### src/rtl/pipe_ctrl_arbiter_if.sv
// Pipe-control bundle between the hazard/branch/memory sources and the arbiter.
// master = request side (hazard unit, EX, dmem), slave = the arbiter itself.
interface pipe_ctrl_arbiter_if #(
    parameter int unsigned NUM_PIPE_MASKS = 5,
    parameter int unsigned CNT_BITS       = 32
);
    logic [NUM_PIPE_MASKS-1:0] hz_stall0, hz_nop0, hz_flush0;
    logic [NUM_PIPE_MASKS-1:0] hz_stall1, hz_nop1, hz_flush1;
    logic                      branch_taken;
    logic                      dmem_busy;
    logic                      clear_stats;
    logic [NUM_PIPE_MASKS-1:0] stall0, nop0, flush0;
    logic [NUM_PIPE_MASKS-1:0] stall1, nop1, flush1;
    logic                      first;
    logic [CNT_BITS-1:0]       stall_count;
    logic                      mem_timeout;

    modport master (
        output hz_stall0, hz_nop0, hz_flush0, hz_stall1, hz_nop1, hz_flush1,
        output branch_taken, dmem_busy, clear_stats,
        input  stall0, nop0, flush0, stall1, nop1, flush1,
        input  first, stall_count, mem_timeout
    );

    modport slave (
        input  hz_stall0, hz_nop0, hz_flush0, hz_stall1, hz_nop1, hz_flush1,
        input  branch_taken, dmem_busy, clear_stats,
        output stall0, nop0, flush0, stall1, nop1, flush1,
        output first, stall_count, mem_timeout
    );
endinterface

### src/rtl/pipe_ctrl_arbiter.sv
// Pipeline-control arbiter: merges hazard masks with branch flushes and dmem stalls,
// owns the lane-order bit and tracks stall cycles / memory timeouts.
module pipe_ctrl_arbiter #(
    parameter int unsigned NUM_PIPE_MASKS   = 5,
    parameter int unsigned BR_SHADOW_CYCLES = 1,
    parameter int unsigned MEM_TIMEOUT      = 255,
    parameter int unsigned CNT_BITS         = 32
) (
    input  logic                 clk,
    input  logic                 rst_n,
    pipe_ctrl_arbiter_if.slave   bus
);
    localparam int unsigned MW        = NUM_PIPE_MASKS;
    localparam int unsigned SHADOW_W  = 4;
    localparam int unsigned MEM_CNT_W = 16;

    localparam logic [MW-1:0] PIPE_REG_PC     = MW'(5'b00001);
    localparam logic [MW-1:0] PIPE_REG_IF_ID  = MW'(5'b00010);
    localparam logic [MW-1:0] PIPE_REG_ID_EX  = MW'(5'b00100);
    localparam logic [MW-1:0] PIPE_REG_EX_MEM = MW'(5'b01000);
    localparam logic [MW-1:0] PIPE_REG_MEM_WB = MW'(5'b10000);

    localparam logic [MW-1:0] BR_FLUSH_MASK  = PIPE_REG_IF_ID | PIPE_REG_ID_EX;
    localparam logic [MW-1:0] MEM_STALL_MASK = PIPE_REG_PC | PIPE_REG_IF_ID |
                                               PIPE_REG_ID_EX | PIPE_REG_EX_MEM;

    typedef enum logic [1:0] {
        ST_RUN       = 2'd0,
        ST_MEM_WAIT  = 2'd1,
        ST_BR_SHADOW = 2'd2
    } state_t;

    state_t                 state;
    logic [SHADOW_W-1:0]    shadow_cnt;
    logic [MEM_CNT_W-1:0]   mem_cnt;
    logic                   first_q;
    logic [CNT_BITS-1:0]    stall_count_q;
    logic                   mem_timeout_q;

    logic [MW-1:0]          stall0_c, nop0_c, flush0_c;
    logic [MW-1:0]          stall1_c, nop1_c, flush1_c;
    logic                   split_c;
    logic                   stall_any_c;
    logic [MEM_CNT_W-1:0]   mem_cnt_inc_c;
    logic                   mem_hit_c;

    // Split issue: one lane holds in IF_ID while the other flushes it, so lane order swaps.
    always_comb begin
        split_c = ((bus.hz_stall0[1] & bus.hz_flush1[1]) |
                   (bus.hz_stall1[1] & bus.hz_flush0[1])) &
                  ~(bus.hz_stall0[1] & bus.hz_stall1[1]);
    end

    // Final masks, priority branch > dmem_busy > shadow > hazard pass-through; zero in reset.
    always_comb begin
        stall0_c = '0;
        nop0_c   = '0;
        flush0_c = '0;
        stall1_c = '0;
        nop1_c   = '0;
        flush1_c = '0;
        if (!rst_n) begin
            stall0_c = '0;
        end else if (bus.branch_taken) begin
            flush0_c = BR_FLUSH_MASK;
            flush1_c = BR_FLUSH_MASK;
        end else if (bus.dmem_busy) begin
            stall0_c = MEM_STALL_MASK;
            stall1_c = MEM_STALL_MASK;
            nop0_c   = PIPE_REG_MEM_WB;
            nop1_c   = PIPE_REG_MEM_WB;
        end else if (state == ST_BR_SHADOW) begin
            flush0_c = PIPE_REG_IF_ID;
            flush1_c = PIPE_REG_IF_ID;
        end else begin
            stall0_c = bus.hz_stall0;
            nop0_c   = bus.hz_nop0;
            flush0_c = bus.hz_flush0;
            stall1_c = bus.hz_stall1;
            nop1_c   = bus.hz_nop1;
            flush1_c = bus.hz_flush1;
        end
    end

    always_comb begin
        stall_any_c   = |(stall0_c | stall1_c);
        mem_cnt_inc_c = (mem_cnt == '1) ? mem_cnt : mem_cnt + MEM_CNT_W'(1);
        mem_hit_c     = bus.dmem_busy & ~bus.branch_taken &
                        (mem_cnt_inc_c >= MEM_CNT_W'(MEM_TIMEOUT));
    end

    // Control state, lane order and statistics.
    always_ff @(posedge clk or negedge rst_n) begin
        if (!rst_n) begin
            state         <= ST_RUN;
            shadow_cnt    <= '0;
            mem_cnt       <= '0;
            first_q       <= 1'b1;
            stall_count_q <= '0;
            mem_timeout_q <= 1'b0;
        end else begin
            if (bus.branch_taken) begin
                state      <= ST_BR_SHADOW;
                shadow_cnt <= SHADOW_W'(BR_SHADOW_CYCLES);
                first_q    <= 1'b1;
                mem_cnt    <= '0;
            end else if (bus.dmem_busy) begin
                state      <= ST_MEM_WAIT;
                shadow_cnt <= '0;
                mem_cnt    <= mem_cnt_inc_c;
            end else if (state == ST_BR_SHADOW) begin
                mem_cnt <= '0;
                if (shadow_cnt <= SHADOW_W'(1)) begin
                    state      <= ST_RUN;
                    shadow_cnt <= '0;
                end else begin
                    shadow_cnt <= shadow_cnt - SHADOW_W'(1);
                end
            end else begin
                state   <= ST_RUN;
                mem_cnt <= '0;
                if (split_c) first_q <= ~first_q;
            end

            if (bus.clear_stats) begin
                stall_count_q <= '0;
                mem_timeout_q <= 1'b0;
            end else begin
                if (stall_any_c && (stall_count_q != '1))
                    stall_count_q <= stall_count_q + CNT_BITS'(1);
                if (mem_hit_c) mem_timeout_q <= 1'b1;
            end
        end
    end

    assign bus.stall0      = stall0_c;
    assign bus.nop0        = nop0_c;
    assign bus.flush0      = flush0_c;
    assign bus.stall1      = stall1_c;
    assign bus.nop1        = nop1_c;
    assign bus.flush1      = flush1_c;
    assign bus.first       = first_q;
    assign bus.stall_count = stall_count_q;
    assign bus.mem_timeout = mem_timeout_q;

endmodule
### src/flat_wrapper.sv
// flat-port wrapper written by rule: the top's interface ports become plain ports
module pipe_ctrl_arbiter_flat 
#(
    parameter int unsigned NUM_PIPE_MASKS   = 5,
    parameter int unsigned BR_SHADOW_CYCLES = 1,
    parameter int unsigned MEM_TIMEOUT      = 255,
    parameter int unsigned CNT_BITS         = 32
)
  (clk, rst_n, bus_hz_stall0, bus_hz_nop0, bus_hz_flush0, bus_hz_stall1, bus_hz_nop1, bus_hz_flush1, bus_branch_taken, bus_dmem_busy, bus_clear_stats, bus_stall0, bus_nop0, bus_flush0, bus_stall1, bus_nop1, bus_flush1, bus_first, bus_stall_count, bus_mem_timeout);
  pipe_ctrl_arbiter_if #(.NUM_PIPE_MASKS(NUM_PIPE_MASKS), .CNT_BITS(CNT_BITS)) bus_i ();
  input  logic clk;
  input  logic rst_n;
  input wire logic [$bits(bus_i.hz_stall0)-1:0] bus_hz_stall0;
  input wire logic [$bits(bus_i.hz_nop0)-1:0] bus_hz_nop0;
  input wire logic [$bits(bus_i.hz_flush0)-1:0] bus_hz_flush0;
  input wire logic [$bits(bus_i.hz_stall1)-1:0] bus_hz_stall1;
  input wire logic [$bits(bus_i.hz_nop1)-1:0] bus_hz_nop1;
  input wire logic [$bits(bus_i.hz_flush1)-1:0] bus_hz_flush1;
  input wire logic [$bits(bus_i.branch_taken)-1:0] bus_branch_taken;
  input wire logic [$bits(bus_i.dmem_busy)-1:0] bus_dmem_busy;
  input wire logic [$bits(bus_i.clear_stats)-1:0] bus_clear_stats;
  output wire logic [$bits(bus_i.stall0)-1:0] bus_stall0;
  output wire logic [$bits(bus_i.nop0)-1:0] bus_nop0;
  output wire logic [$bits(bus_i.flush0)-1:0] bus_flush0;
  output wire logic [$bits(bus_i.stall1)-1:0] bus_stall1;
  output wire logic [$bits(bus_i.nop1)-1:0] bus_nop1;
  output wire logic [$bits(bus_i.flush1)-1:0] bus_flush1;
  output wire logic [$bits(bus_i.first)-1:0] bus_first;
  output wire logic [$bits(bus_i.stall_count)-1:0] bus_stall_count;
  output wire logic [$bits(bus_i.mem_timeout)-1:0] bus_mem_timeout;
  assign bus_i.hz_stall0 = bus_hz_stall0;
  assign bus_i.hz_nop0 = bus_hz_nop0;
  assign bus_i.hz_flush0 = bus_hz_flush0;
  assign bus_i.hz_stall1 = bus_hz_stall1;
  assign bus_i.hz_nop1 = bus_hz_nop1;
  assign bus_i.hz_flush1 = bus_hz_flush1;
  assign bus_i.branch_taken = bus_branch_taken;
  assign bus_i.dmem_busy = bus_dmem_busy;
  assign bus_i.clear_stats = bus_clear_stats;
  assign bus_stall0 = bus_i.stall0;
  assign bus_nop0 = bus_i.nop0;
  assign bus_flush0 = bus_i.flush0;
  assign bus_stall1 = bus_i.stall1;
  assign bus_nop1 = bus_i.nop1;
  assign bus_flush1 = bus_i.flush1;
  assign bus_first = bus_i.first;
  assign bus_stall_count = bus_i.stall_count;
  assign bus_mem_timeout = bus_i.mem_timeout;
  pipe_ctrl_arbiter #(.NUM_PIPE_MASKS(NUM_PIPE_MASKS), .BR_SHADOW_CYCLES(BR_SHADOW_CYCLES), .MEM_TIMEOUT(MEM_TIMEOUT), .CNT_BITS(CNT_BITS)) u_core (.clk(clk), .rst_n(rst_n), .bus(bus_i));
endmodule
### config.mk
export PLATFORM = sky130hd
export DESIGN_NAME = pipe_ctrl_arbiter_flat
export DESIGN_NICKNAME = d
export VERILOG_FILES = /design/src/rtl/pipe_ctrl_arbiter_if.sv /design/src/rtl/pipe_ctrl_arbiter.sv /design/src/flat_wrapper.sv
export SDC_FILE = /design/constraint.sdc
export NUM_CORES = 1
export LEC_CHECK = 0
export CAP_MARGIN = 20
export CORE_ASPECT_RATIO = 0.6
export CORE_UTILIZATION = 46
export CTS_BUF_LIST = sky130_fd_sc_hd__clkbuf_2
export DETAILED_ROUTE_END_ITERATION = 7
export PLACE_DENSITY = 0.89
export SLEW_MARGIN = 40
export SYNTH_ARGS = -nofsm -noshare
export SYNTH_HDL_FRONTEND = slang
export SYNTH_SLANG_ARGS = --single-unit
### constraint.sdc
create_clock -name clk -period 2.5 [get_ports clk]
set_input_delay 0.75 -clock clk [delete_from_list [all_inputs] [get_ports clk]]
set_output_delay 0.75 -clock clk [all_outputs]
set_load 0.03 [all_outputs]
* Word level (Yosys, flattened, before mapping)
Cells that the tools add are included.
** Word-level totals
- Output and inout bits :: 64
- Memories :: 0
- Bits in read-only memories :: 0
- Flip-flop bits (word level) :: 56
- Bits in writable memories :: 0
- Latch bits :: 0
- Input port bits :: 35
- Logic and storage cells :: 78
** Operators by class
- $mul :: 0
- Shift operators :: 0
- Bitwise operators :: 11
- $lt $le $gt $ge :: 2
- Equality and inequality tests :: 6
- Multiplexer cells :: 43
- Divide/modulo/power cells :: 0
- Reductions and logical operators :: 7
- Add/subtract/negate cells :: 3
** Operator list (count)
- $mux W5 :: 24
- $mux W32 :: 2
- $mux W16 :: 3
- $add A32 B1 Y32 const B :: 1
- $ne A32 B32 Y1 const B :: 1
- $add A16 B1 Y16 const B :: 1
- $eq A16 B16 Y1 const B :: 1
- $ge A16 B8 Y1 const B :: 1
- $mux W4 :: 4
- $mux W2 :: 4
- $and A1 B1 Y1 :: 6
- $mux W1 :: 6
- $reduce_bool A2 Y1 :: 3
- $or A5 B5 Y5 :: 1
- $reduce_or A5 Y1 :: 1
- $le A4 B1 Y1 const B :: 1
- $ne A2 B2 Y1 const B :: 2
- $ne A4 B4 Y1 const B :: 1
- $sub A4 B1 Y4 const B :: 1
- $not A1 Y1 :: 3
- $reduce_and A3 Y1 :: 1
- $reduce_bool A3 Y1 :: 1
- $eq A2 B2 Y1 const B :: 1
- $logic_and A1 B1 Y1 :: 1
- $or A1 B1 Y1 :: 1

* Depth between registers and ports, before layout
Gate-level depths: netlist of run 1.
- Word-level depth :: 10
- Depth in mapped cells :: 9
- Gate-level depth less buffers :: 7

* Worst setup path after synthesis of run 1
Ideal clock, no wire load.
- Kind :: input port to output port
- Start point :: input port bus_dmem_busy
- End point :: output port bus_flush0[0]
- Required time :: 1.750 ns
- Setup slack :: -0.168 ns
- Buffers on the path :: 2
- Cell stages on the path :: 5
- Arrival :: 1.918 ns
- Cell sequence :: buf_2 -> nand2b_1 -> nor3_1 -> clkbuf_1 -> and2_1
** Between the ends
- Longest elaborated chain between the ends :: 3
** Ends and longest elaborated chain
- from (decl) :: line flat_wrapper.sv:20 : input wire logic [$bits(bus_i.dmem_busy)-1:0] bus_dmem_busy;
- $mux W5 :: line pipe_ctrl_arbiter.sv:67 : end else if (bus.dmem_busy) begin
- $mux W5 :: line pipe_ctrl_arbiter.sv:64 : end else if (bus.branch_taken) begin
- $mux W5 :: line pipe_ctrl_arbiter.sv:62 : if (!rst_n) begin
- to (decl) :: line flat_wrapper.sv:24 : output wire logic [$bits(bus_i.flush0)-1:0] bus_flush0;
No other way between the ends.

* Worst setup path in the final report of run 1
- Start point :: register u_core.state[1]
- End point :: output port bus_nop1[3]
** Between the ends
- Longest elaborated chain between the ends :: 5
** Ends and longest elaborated chain
- from (decl) :: line pipe_ctrl_arbiter.sv:33 : state_t state;
- from (signal assigned) :: line pipe_ctrl_arbiter.sv:95 : state <= ST_RUN;
- from (signal assigned) :: line pipe_ctrl_arbiter.sv:103 : state <= ST_BR_SHADOW;
- from (signal assigned) :: line pipe_ctrl_arbiter.sv:108 : state <= ST_MEM_WAIT;
- $eq A2 B2 Y1 :: line pipe_ctrl_arbiter.sv:72 : end else if (state == ST_BR_SHADOW) begin
- $mux W5 :: line pipe_ctrl_arbiter.sv:72
- $mux W5 :: line pipe_ctrl_arbiter.sv:67
- $mux W5 :: line pipe_ctrl_arbiter.sv:64
- $mux W5 :: line pipe_ctrl_arbiter.sv:62
- to (decl) :: line flat_wrapper.sv:26 : output wire logic [$bits(bus_i.nop1)-1:0] bus_nop1;
No other way between the ends.

==> results by group, run 1 <==
Finish
  • Non-Filler Instances: 644
  • Synth-to-Final Area Change: 38.6%
  • Fillers: between 500 and 600
  • Register area: ~0.0014 mm2
  • # nets final: 578
  • # diodes: 0
  • Finished Cell Area: just over 0.005 mm2
  • Share of layout cells above drive strength 1: between 20% and 30%
  • Core Util, Final: 68.0%
  • Multi-input gate area: roughly 0.0022 mm2

Timing
  • Max Slew Vio Count: 0
  • Slew margin rel.: 64.2%
  • RSZ-0062 raised after global routing: yes
  • Clock Skews: roughly 0.034 ns
  • Final min period: between 2 and 3 ns
  • Worst-margin pin slew: 0.536 ns
  • Hold WS: 0.190 ns
  • Setup Viol. Count Final: 16
  • Final clock period utilization by the worst path: 101%
  • Final Hold Vio Count: 0
  • Final WS setup: -0.0219 ns
  • Fmax: about 400 MHz

Run
  • Max_cap viols: 0

Status
  • Status: finished with violations
  • Failing checks: setup timing

Yosys
  • Distinct cells, synth: 61
  • Synthesized flop and latch total: between 50 and 60
  • Area fraction in compound gates after synthesis: a little over a tenth
  • Synth Cell Area: ~0.0037 mm2
  • Sequential area share after synthesis: about two fifths
  • Cell count after synthesis: around 420
  • Syn nets: 462
  • Post-synth ARST share: between 90% and 100%
  • Main synth FF type: dfrtp_1
  • Synth top area share: 37.4%
  • Synth Area in XOR/XNOR: about 8.8%
  • Syn. warnings: 0
  • Synth area leader: dfrtp_1
  • Post-synthesis mux area share: 1.80%
  • Avg Inst Size Synth: 8.71 um2
  • Adder-cell share of the synthesized area: around 1.4%
  • Post-synth EDFFs: 0
  • Simple-gate share of the synthesized area: a little over a third
  • Largest cells by area after synthesis: dfrtp_1 (37%), nor2_1 (6.4%), xor2_1 (5.7%), and2_1 (3.7%), nand4_1 (3.4%)
  • Largest family of logic cells by synthesized area: simple AND/OR/NAND/NOR gates

Worst setup path
  • Type of origin of the critical path: flip-flop
  • Crit Path Max Fanout: 5
  • WS Path Type: flip-flop to primary output
  • Worst Path Arrival: ~1.8 ns
  • Worst Path Required: approximately 1.8 ns
  • Worst-case reg-to-reg path depth: 7
  • CP endpoint kind: primary output
  • Worst reg-to-reg setup slack: roughly 0.28 ns
  • R2r endpoint: u_core.bus.stall_count[17]$_DFFE_PN0P_
  • Worst r2r src: u_core.bus.stall_count[0]$_DFFE_PN0P_

Detailed routing
  • Drt total wl: 10800 um
  • Vias per cell: 5.87
  • Wire per inst: 16.8 um
  • Routed Antenna Nets: 0
  • Initial DRC Count: just under 400
  • Initial DRT Pass Iterations: 5
  • Total number of vias: between 3000 and 4000
  • DRC Markers: 0

Clock network
  • H-tree Lvls: 2
  • CTS max path bufs: 2
  • Clock-pin slew on the worst setup and hold paths: roughly 0.32 ns
  • Cts bufs inserted: 5
  • Root buf cell: clkbuf_2
  • Clock Sinks: 56
  • Clock latency on the worst-skew pair: 0.50 ns
  • CTS tree: yes
  • # hold bufs at CTS: 0

Global routing
  • Total track usage: about a quarter
  • First-pass GRT wire length: about 17000 um
  • Pin count of the biggest net entering global routing: 42
  • Overflow after GRT: 0
  • Initial antenna violation count: 0
  • Vias in the first global route: ~3400

Die
  • Starting density of the core: about half
  • Die W: approximately 120 um
  • Core area: roughly 0.0075 mm2
  • IO Count: about 100
  • Row count: 24
  • Die area: between 0.008 and 0.009 mm2
  • Die height: slightly above 70 um

Hold path
  • Hold/Removal Path Class: primary input to async pin

Placed design
  • Port Buffers: 98
  • Pre-CTS setup slack: -0.374 ns
  • Cell area after placement: approximately 0.0049 mm2
  • HPWL after DPL: approximately 7800 um
  • GPL Wtd Cong: 0.932
  • Placed Cells: approximately 630

Power
  • Clock Power Share: between 20% and 30%
  • Comb power frac: between 15 and 20%
  • P_sw: 0.510 mW
  • Sequential power share: a little over half
  • Switching Fraction: about 29%
  • Pwr dens: roughly 340 mW/mm2
  • Internal power: 1.24 mW
  • Worst vdd ir: about 0.19 mV
  • P_leak: 2.33 nW
[worst max-delay path, cell delays in order, from the launching register on]
cell and delay [ns]:
dfrtp_1 0.46, nor2b_4 0.15, nor3_4 0.26, buf_6 0.16, and2_4 0.14, buf_6 0.12
[synthesized netlist by cell type, types with 2 or more instances]
library cell,n
nor3_1,16
inv_1,8
xnor2_1,13
nor2b_1,7
dfrtp_1,55
nand4_2,2
buf_2,4
or3b_2,2
a41oi_1,2
ha_1,4
o21bai_1,2
and2_1,22
nor3b_1,2
mux2i_1,4
or3_1,2
xor2_1,24
buf_6,3
o31ai_1,3
nand3_1,24
nand2_1,29
clkbuf_1,14
nor2_1,63
o311a_1,2
nor4_2,6
a21oi_1,19
o21a_1,5
a31oi_1,2
and3_2,2
and3_1,9
nand4b_1,4
and4b_1,2
a32oi_1,2
nand2b_1,8
nand4_1,20
o21ai_0,9
nor4_1,3
[sequential cells by signal, indices dropped and copies added, names as in the netlist]
name and count:
u_core.mem_cnt 16, u_core.shadow_cnt 4, u_core.bus.mem_timeout 1, u_core.bus.stall_count 32, u_core.state 2, u_core.bus.first 1
[through the flow]
stage	TNS (ns)	total power, mW
6_report	-0.232	1.75
5_1_grt	-1.16	1.81
4_1_cts	-0.0216	1.75
3_5_place_dp	-15.69	1.26
3_3_place_gp	-13.39	1.26
2_1_floorplan	0	1.10
[cells by family (layout without fill, tap and decap cells)]
kind of cell / after synthesis / count (layout)
adders and majority gates: 4 / 4
muxes: 6 / 6
and+or+nand+nor: 232 / 232
buffers and inverters: 31 / 148
xor gates and xnor gates: 37 / 37
AOI/OAI and AO/OA: 57 / 57
DFF: 56 / 56
[worst max-delay path by stage]
stage | depth (start not counted) | from | slack (ns) | to
floorplan | 5 | bus_dmem_busy | 0.002 | bus_flush0[0]
global placement | 8 | bus_hz_stall0[1] | -0.30 | u_core.bus.stall_count[19]$_DFFE_PN0P_
detailed placement | 8 | bus_hz_stall0[1] | -0.37 | u_core.bus.stall_count[26]$_DFFE_PN0P_
CTS | 4 | u_core.state[0]$_DFFE_PN0P_ | -0.007 | bus_nop0[4]
global route | 5 | u_core.state[1]$_DFFE_PN0P_ | -0.07 | bus_flush1[3]
finish | 5 | u_core.state[1]$_DFFE_PN0P_ | -0.02 | bus_nop1[3]
[layout make-up]
type                    instances  share of cell area (%)
inverters                       8                   0.588
repair buffers                132                    24.7
clock buffers                   5                   0.490
flip-flops and latches         56                    27.5
multi-input cells             336                    43.3
clock inverters                 3                   0.833
well taps                     104                    2.55
[power by group through the flow]
| stage | Clock, mW | Sequential [mW] | Combinational [mW] |
|---|---|---|---|
| global placement | 0 | 0.944 | 0.312 |
| detailed placement | 0 | 0.945 | 0.319 |
| finish | 0.479 | 0.933 | 0.343 |
| floorplan | 0 | 0.953 | 0.146 |
| global route | 0.510 | 0.935 | 0.365 |
| CTS | 0.478 | 0.932 | 0.338 |
[metal layers]
layer  part of all wire, %  GRT usage [%]  vias up
li1                      -              -     1736
met1                    45           36.0     1813
met2                    45           42.1      216
met3                   8.8           4.14       14
met4                   1.3           6.84        0
met5                     0              0        -
[layout by cell type (no fill, tap or decap), types with 16 or more instances in the layout]
cell type | synthesis | final
nand2_1 | 29 | 29
and2_4 | 0 | 16
clkdlybuf4s50_1 | 0 | 52
a21oi_1 | 19 | 19
nor2_1 | 63 | 63
dfrtp_1 | 55 | 54
buf_6 | 3 | 19
nand4_1 | 20 | 20
buf_4 | 0 | 44
xor2_1 | 24 | 24
nand3_1 | 24 | 24
[what timing repair did]
item / 4_1_cts / 5_1_grt
setup buffers: 1 / 0
pin swaps: 6 / 10
cloned: 1 / 0
resized for setup: 50 / 14
setup endpoints to repair: 32 / 34
(Power assumes the default switching activity.)
==> run 2: changes to the inputs <==
--- a/config.mk
+++ b/config.mk
@@ -7,9 +7,11 @@
 export LEC_CHECK = 0
 export CAP_MARGIN = 20
 export CORE_ASPECT_RATIO = 0.6
+export CORE_MARGIN = 2
 export CORE_UTILIZATION = 46
 export CTS_BUF_LIST = sky130_fd_sc_hd__clkbuf_2
 export DETAILED_ROUTE_END_ITERATION = 7
+export MAX_ROUTING_LAYER = met4
 export PLACE_DENSITY = 0.89
 export SLEW_MARGIN = 40
 export SYNTH_ARGS = -nofsm -noshare
==> run 2 against run 1 <==
  * The flow now finishes without violations
  * Highest routed layer unchanged
  * Global-route usage fell by 0.98 points
  * Total power decreased by 7.0%
  * Critical endpoint is now bus_flush1[1]
  * Routed wire length decreased by 2.1%
  * Critical path type is now primary input to primary output
  * Die area increased by 4.6%
  * Fmax is 2.2% higher
  * Non-clock buffer count is the same
  * Sequential share of layout area increased by 0.077 points
  * Cell area fell by 0.37%
==> results by group, run 2 (synthesis gave the netlist of run 1 again) <==
Clock network
  • CTS max path bufs: 2 (unchanged)
  • H-tree Lvls: 2 (unchanged)
  • Clock-pin slew on the worst setup and hold paths: 0.26 ns (-0.06 ns)
  • Root buf cell: clkbuf_2
  • Clock Sinks: 56 (unchanged)
  • Cts bufs inserted: 5 (unchanged)
  • Clock latency on the worst-skew pair: 0.46 ns (-0.04 ns)
  • CTS tree: yes

Worst setup path
  • CP endpoint kind: primary output
  • Type of origin of the critical path: primary input
  • R2r endpoint: u_core.bus.stall_count[22]$_DFFE_PN0P_
  • Crit Path Max Fanout: 2 (-3)
  • Worst Path Arrival: 1.72 ns (-0.05 ns)
  • Worst Path Required: 1.75 ns (about the same)
  • Worst reg-to-reg setup slack: 0.19 ns (-0.09 ns)
  • Worst-case reg-to-reg path depth: 7 (unchanged)
  • WS Path Type: primary input to primary output
  • Worst r2r src: u_core.state[1]$_DFFE_PN0P_

Die
  • Die area: 0.00876 mm2 (+4.6%)
  • IO Count: 99 (unchanged)
  • Die W: 120 um (+1.7%)
  • Starting density of the core: 47.1% (-2.0 points)
  • Core area: 0.00782 mm2 (+4.2%)
  • Row count: 25 (+4.2%)
  • Die height: 73.3 um (+2.8%)

Finish
  • Register area: 0.00140 mm2 (about the same)
  • Commonest non-fill, non-tap cell in the layout: nor2_1
  • Number of flip-flops in the largest register: 32 (unchanged)
  • Finished Cell Area: 0.00509 mm2 (-0.37%)
  • Core Util, Final: 65.0% (-3.0 points)
  • Most frequent cells in the layout: nor2_1 (62), clkdlybuf4s50_1 (56), dfrtp_1 (55), buf_4 (45), nand2_1 (29)
  • Multi-input gate area: 0.00224 mm2 (+1.1%)
  • Synth-to-Final Area Change: 38.1%
  • # diodes: 0 (unchanged)
  • Fillers: 614 (+11%)
  • # nets final: 578 (unchanged)
  • Share of layout cells above drive strength 1: 22.8% (-0.19 points)

Detailed routing
  • Initial DRC Count: 310 (-21%)
  • Wire per inst: 16.4 um (-2.7%)
  • Total number of vias: 3664 (-3.0%)
  • Vias per cell: 5.65 (-3.6%)
  • DRC Markers: 0 (unchanged)
  • Drt total wl: 10600 um (-2.1%)
  • Routed Antenna Nets: 0 (unchanged)
  • Initial DRT Pass Iterations: 5 (unchanged)

Placed design
  • GPL Wtd Cong: 0.919 (-1.5%)
  • Cell area after placement: 0.00485 mm2 (-0.31%)
  • Port Buffers: 98 (unchanged)
  • HPWL after DPL: 7850 um (+0.72%)

Timing
  • Hold WS: 0.298 ns (+0.108 ns)
  • Setup Viol. Count Final: 0 (-16)
  • Final clock period utilization by the worst path: 98.7% (-2.2 points)
  • Max Slew Vio Count: 0 (unchanged)
  • Worst-margin pin slew: 0.549 ns (+0.0128 ns)
  • RSZ-0062 raised after global routing: yes
  • Slew margin rel.: 63.4% (-0.85 points)
  • Final min period: 2.47 ns (-0.0544 ns)
  • Final Hold Vio Count: 0 (unchanged)
  • Clock Skews: 0.0265 ns (-0.00774 ns)
  • Fmax: 405 MHz (+2.2%)
  • Setup TNS: 0 ns (+0.232 ns)

Power
  • Worst vdd ir: 0.172 mV (-8.6%)
  • Internal power: 1.15 mW (-7.3%)
  • P_sw: 0.479 mW (-6.1%)
  • Clock Power Share: 21.9% (-5.4 points)
  • P_leak: 2.25 nW (-3.1%)
  • Comb power frac: 21.0% (+1.5 points)
  • Pwr dens: 321 mW/mm2 (-6.6%)
  • Switching Fraction: 29.4% (+0.27 points)
  • Sequential power share: 57.1% (+3.9 points)

Run
  • Max_cap viols: 0 (unchanged)

Hold path
  • Hold/Removal Path Class: primary input to async pin

Global routing
  • Initial antenna violation count: 0 (unchanged)
  • Pin count of the biggest net entering global routing: 42 (unchanged)
  • Vias in the first global route: 3433 (+0.029%)
  • Overflow after GRT: 0 (unchanged)
  • Total track usage: 24.8% (-0.98 points)
  • First-pass GRT wire length: 17100 um (-1.9%)

Status
  • Status: finished clean
[run 2: power by group through the flow]
| stage | registers (mW) | logic [mW] | clock network [mW] |
|---|---|---|---|
| 2_1_floorplan | 0.953 | 0.146 | 0 |
| 3_3_place_gp | 0.944 | 0.311 | 0 |
| 3_5_place_dp | 0.945 | 0.317 | 0 |
| 4_1_cts | 0.930 | 0.331 | 0.358 |
| 5_1_grt | 0.934 | 0.370 | 0.399 |
| 6_report | 0.931 | 0.343 | 0.357 |
[run 2: layout make-up]
| type | instances | share of cell area, % |
|---|---|---|
| Multi-Input combinational cell | 336 | 44.0 |
| Sequential cell | 56 | 27.6 |
| Timing Repair Buffer | 132 | 24.5 |
| Tap cell | 108 | 2.66 |
| Clock buffer | 7 | 0.689 |
| Inverter | 8 | 0.590 |
| Clock inverter | 1 | 0.0738 |
[run 2: how the worst max path moves through the flow]
stage,slack [ns],startpoint,end,depth (start not counted)
2_1_floorplan,0.002,bus_dmem_busy,bus_flush0[0],5
3_3_place_gp,-0.39,bus_hz_stall0[1],u_core.bus.stall_count[4]$_DFFE_PN0P_,8
3_5_place_dp,-0.44,bus_hz_stall0[1],u_core.bus.stall_count[8]$_DFFE_PN0P_,8
4_1_cts,0.002,u_core.state[0]$_DFFE_PN0P_,bus_flush1[2],6
5_1_grt,-0.06,u_core.state[1]$_DFFE_PN0P_,bus_flush1[2],6
6_report,0.03,bus_hz_flush1[1],bus_flush1[1],3
[run 2: per-layer routing]
layer | global-route usage, % | wire length, um
met5 | - | 0
met1 | 34.5 | 4620
met2 | 39.0 | 5090
met3 | 3.57 | 808
met4 | 5.23 | 85
[run 2: critical path, stage by stage]
cell,delay [ns]
clkdlybuf4s50_1,0.45
o311a_1,0.35
buf_4,0.17
[run 2: through the flow]
step                worst slack (ns)  total power, mW  instances
finish                        0.0326             1.63        648
detailed placement            -0.439             1.26        637
global route                 -0.0593             1.70        648
floorplan                    0.00160             1.10        423
CTS                          0.00196             1.62        647
global placement              -0.388             1.25        637
[run 2: repair_timing]
action                     in CTS  in global routing
pin swaps                       3                 16
cloned                          1                  0
hold buffers                    0                  0
buffers inserted                1                  1
resized for setup              34                 27
setup endpoints to repair      31                 43
==> run 3: changes to the inputs <==
--- a/config.mk
+++ b/config.mk
@@ -5,15 +5,18 @@
 export SDC_FILE = /design/constraint.sdc
 export NUM_CORES = 1
 export LEC_CHECK = 0
+export ABC_AREA = 1
 export CAP_MARGIN = 20
 export CORE_ASPECT_RATIO = 0.6
 export CORE_MARGIN = 2
-export CORE_UTILIZATION = 46
+export CORE_UTILIZATION = 47
 export CTS_BUF_LIST = sky130_fd_sc_hd__clkbuf_2
+export CTS_CLUSTER_SIZE = 28
 export DETAILED_ROUTE_END_ITERATION = 7
 export MAX_ROUTING_LAYER = met4
-export PLACE_DENSITY = 0.89
+export PLACE_DENSITY = 0.88
 export SLEW_MARGIN = 40
 export SYNTH_ARGS = -nofsm -noshare
 export SYNTH_HDL_FRONTEND = slang
 export SYNTH_SLANG_ARGS = --single-unit
+export TNS_END_PERCENT = 10
==> run 3 against run 2 <==
  * The run now ends with setup timing left
  * Total power up 18%
  * Critical path depth up 1
  * Clock skew down 0.012 ns
  * Worst hold slack about the same
  * Area after synthesis up 17%
==> results by group, run 3 <==
Status
  • Status: finished with violations
  • Failing checks: setup timing

Detailed routing
  • Vias per cell: 5.47 (-3.2%)
  • Initial DRT Pass Iterations: 5 (unchanged)
  • Drt total wl: 13300 um (+25%)
  • Wire per inst: 15.7 um (-4.1%)
  • Routed Antenna Nets: 0 (unchanged)
  • DRC Markers: 0 (unchanged)
  • Total number of vias: 4635 (+27%)
  • Initial DRC Count: 473 (+53%)

Worst setup path
  • Type of origin of the critical path: primary input
  • Crit Path Max Fanout: 2 (unchanged)
  • Worst Path Arrival: 1.75 ns (+0.03 ns)
  • Worst r2r src: u_core.mem_cnt[0]$_DFF_PN0_
  • Worst reg-to-reg setup slack: 0.36 ns (+0.17 ns)
  • R2r endpoint: u_core.bus.mem_timeout$_DFFE_PN0P_
  • CP endpoint kind: primary output
  • Worst-case reg-to-reg path depth: 11 (+4)
  • Worst Path Required: 1.75 ns (about the same)
  • WS Path Type: primary input to primary output

Yosys
  • Post-synthesis mux area share: 0% (-1.8 points)
  • Synth Area in XOR/XNOR: 6.28% (-2.5 points)
  • Area fraction in compound gates after synthesis: 5.64% (-5.0 points)
  • Sequential area share after synthesis: 32.4% (-5.6 points)
  • Synthesized flop and latch total: 56 (unchanged)
  • Largest family of logic cells by synthesized area: simple AND/OR/NAND/NOR gates
  • Synth top area share: 31.8% (-5.5 points)
  • Synth Cell Area: 0.00432 mm2 (+17%)
  • Cell count after synthesis: 613 (+45%)
  • Top post-synthesis cells by count: nand2_1 (168), nor2_1 (75), inv_1 (71), dfrtp_1 (55), nand4_1 (42)
  • Most frequent cell after synthesis: nand2_1
  • Distinct cells, synth: 40 (-34%)
  • Post-synth ARST share: 100% (unchanged)
  • Simple-gate share of the synthesized area: 43.6% (+8.1 points)
  • Synth area leader: dfrtp_1
  • Syn nets: 652 (+41%)
  • Post-synth EDFFs: 0 (unchanged)
  • Avg Inst Size Synth: 7.05 um2 (-19%)
  • Adder-cell share of the synthesized area: 1.16% (-0.20 points)
  • Syn. warnings: 0 (unchanged)
  • Largest cells by area after synthesis: dfrtp_1 (32%), nand2_1 (15%), nand3_2 (6.9%), nor2_1 (6.5%), inv_1 (6.2%)
  • Main synth FF type: dfrtp_1

Die
  • Die area: 0.0100 mm2 (+14%)
  • Row count: 27 (+8.0%)
  • Die height: 78.3 um (+6.8%)
  • Core area: 0.00905 mm2 (+16%)
  • Starting density of the core: 47.8% (+0.66 points)
  • Die W: 128 um (+6.9%)
  • IO Count: 99 (unchanged)

Finish
  • # diodes: 0 (unchanged)
  • Multi-input gate area: 0.00257 mm2 (+15%)
  • Fillers: 749 (+22%)
  • # nets final: 769 (+33%)
  • Synth-to-Final Area Change: 35.0%
  • Commonest non-fill, non-tap cell in the layout: nand2_1
  • Number of flip-flops in the largest register: 32 (unchanged)
  • Share of layout cells above drive strength 1: 20.2% (-2.5 points)
  • Most frequent cells in the layout: nand2_1 (167), nor2_1 (74), inv_1 (70), dfrtp_1 (52), buf_4 (46)
  • Register area: 0.00141 mm2 (+0.27%)
  • Non-Filler Instances: 847 (+31%)

Clock network
  • Clock latency on the worst-skew pair: 0.47 ns (about the same)
  • CTS max path bufs: 2 (unchanged)
  • # hold bufs at CTS: 0 (unchanged)
  • Cts bufs inserted: 5 (unchanged)
  • Clock Sinks: 56 (unchanged)
  • CTS tree: yes
  • H-tree Lvls: 2 (unchanged)
  • Clock-pin slew on the worst setup and hold paths: 0.31 ns (+0.05 ns)
  • Root buf cell: clkbuf_2

Placed design
  • HPWL after DPL: 9600 um (+22%)
  • GPL Wtd Cong: 0.963 (+4.8%)
  • Placed Cells: 831 (+30%)
  • Port Buffers: 98 (unchanged)

Power
  • Worst vdd ir: 0.212 mV (+23%)
  • P_leak: 3.16 nW (+40%)
  • Total Power: 1.93 mW (+18%)
  • Pwr dens: 330 mW/mm2 (+3.0%)

Timing
  • RSZ-0062 raised after global routing: yes
  • Final clock period utilization by the worst path: 100% (+1.5 points)
  • Final Hold Vio Count: 0 (unchanged)
  • Worst-margin pin slew: 0.491 ns (-0.0585 ns)
  • Final WS setup: -0.00407 ns (-0.0367 ns)
  • Max Slew Vio Count: 0 (unchanged)
  • Setup Viol. Count Final: 1 (+1)
  • Slew margin rel.: 67.0% (+3.7 points)
  • Clock Skews: 0.0145 ns (-0.0119 ns)
  • Fmax: 399 MHz (-1.5%)
  • Final min period: 2.50 ns (+0.0367 ns)

Global routing
  • First-pass GRT wire length: 21300 um (+25%)
  • Overflow after GRT: 0 (unchanged)
  • Initial antenna violation count: 0 (unchanged)
  • Pin count of the biggest net entering global routing: 65 (+55%)
  • Vias in the first global route: 4269 (+24%)
  • Total track usage: 27.1% (+2.3 points)

Run
  • Max_cap viols: 0 (unchanged)

Hold path
  • Hold/Removal Path Class: primary input to async pin
-- run 3: changes by cell type after synthesis, sizes merged, moves of 9 or more --
cell,delta
nand2,+146
inv,+69
nand3,+29
and2,-22
nand4,+20
nor2,+20
and3,-11
nor4,-9
-- run 3: kinds of logic (layout without fill, tap and decap cells) --
logic type	after synthesis	in the layout
and+or+nand+nor	381	382
buffers and inverters	100	217
DFF	56	56
AOI/OAI and AO/OA	41	41
xor gates and xnor gates	31	31
adders and majority gates	4	4
-- run 3: stage by stage --
step | worst slack [ns] | hold slack [ns] | setup TNS (ns) | cell area [um2] | utilization [%]
2_1_floorplan | -0.0722 | 0.454 | -0.315 | 4320 | -
3_3_place_gp | -0.200 | 0.518 | -9.49 | 5440 | 60.1
3_5_place_dp | -0.279 | 0.534 | -13.62 | 5440 | 60.1
4_1_cts | 0.000915 | 0.523 | 0 | 5690 | 62.9
5_1_grt | -0.0679 | 0.270 | -0.175 | 5840 | 64.5
6_report | -0.00407 | 0.298 | -0.00407 | 5840 | 64.5
-- run 3: per-layer routing --
layer | vias to the layer above | track usage (%) | wire, um
met2 | 244 | 39.7 | 5660
li1 | 2214 | - | -
met1 | 2148 | 39.6 | 6280
met3 | 29 | 3.20 | 1040
met4 | 0 | 7.58 | 320
met5 | - | - | 0
-- run 3: cell type report --
cell class	instances	area share, %
well taps	116	2.49
inverters	77	5.25
clock inverters	3	0.729
repair buffers	132	23.1
flip-flops and latches	56	24.1
multi-input cells	458	44.0
clock buffers	5	0.429
-- run 3: worst max path at each step --
stage / start / end / cells past startpoint
after floorplan: bus_dmem_busy / bus_flush0[1] / 6
after CTS: u_core.state[1]$_DFFE_PN0P_ / bus_nop1[0] / 5
after detailed placement: bus_branch_taken / u_core.bus.stall_count[14]$_DFFE_PN0P_ / 13
final: bus_hz_stall1[1] / bus_stall1[1] / 4
after global routing: bus_dmem_busy / bus_flush1[1] / 7
after global placement: bus_branch_taken / bus_stall0[4] / 7
-- run 3: where the power goes --
group	switching, mW	leakage [nW]	internal (mW)
Combinational	0.291	2.36	0.204
Clock	0.323	0.0390	0.167
Sequential	0.0215	0.765	0.924
-- run 3: repair_timing --
| action | CTS | global route |
|---|---|---|
| setup buffers | 3 | 1 |
| gates cloned | 2 | 1 |
| gates resized for setup | 38 | 38 |
| pin swaps | 3 | 2 |
| setup endpoints to repair | 37 | 53 |
| hold endpoints to repair | 0 | 0 |
-- run 3: worst max-delay path, stage by stage --
cell and delay, ns:
clkdlybuf4s50_1 0.47, inv_1 0.09, a211oi_4 0.27, buf_6 0.17
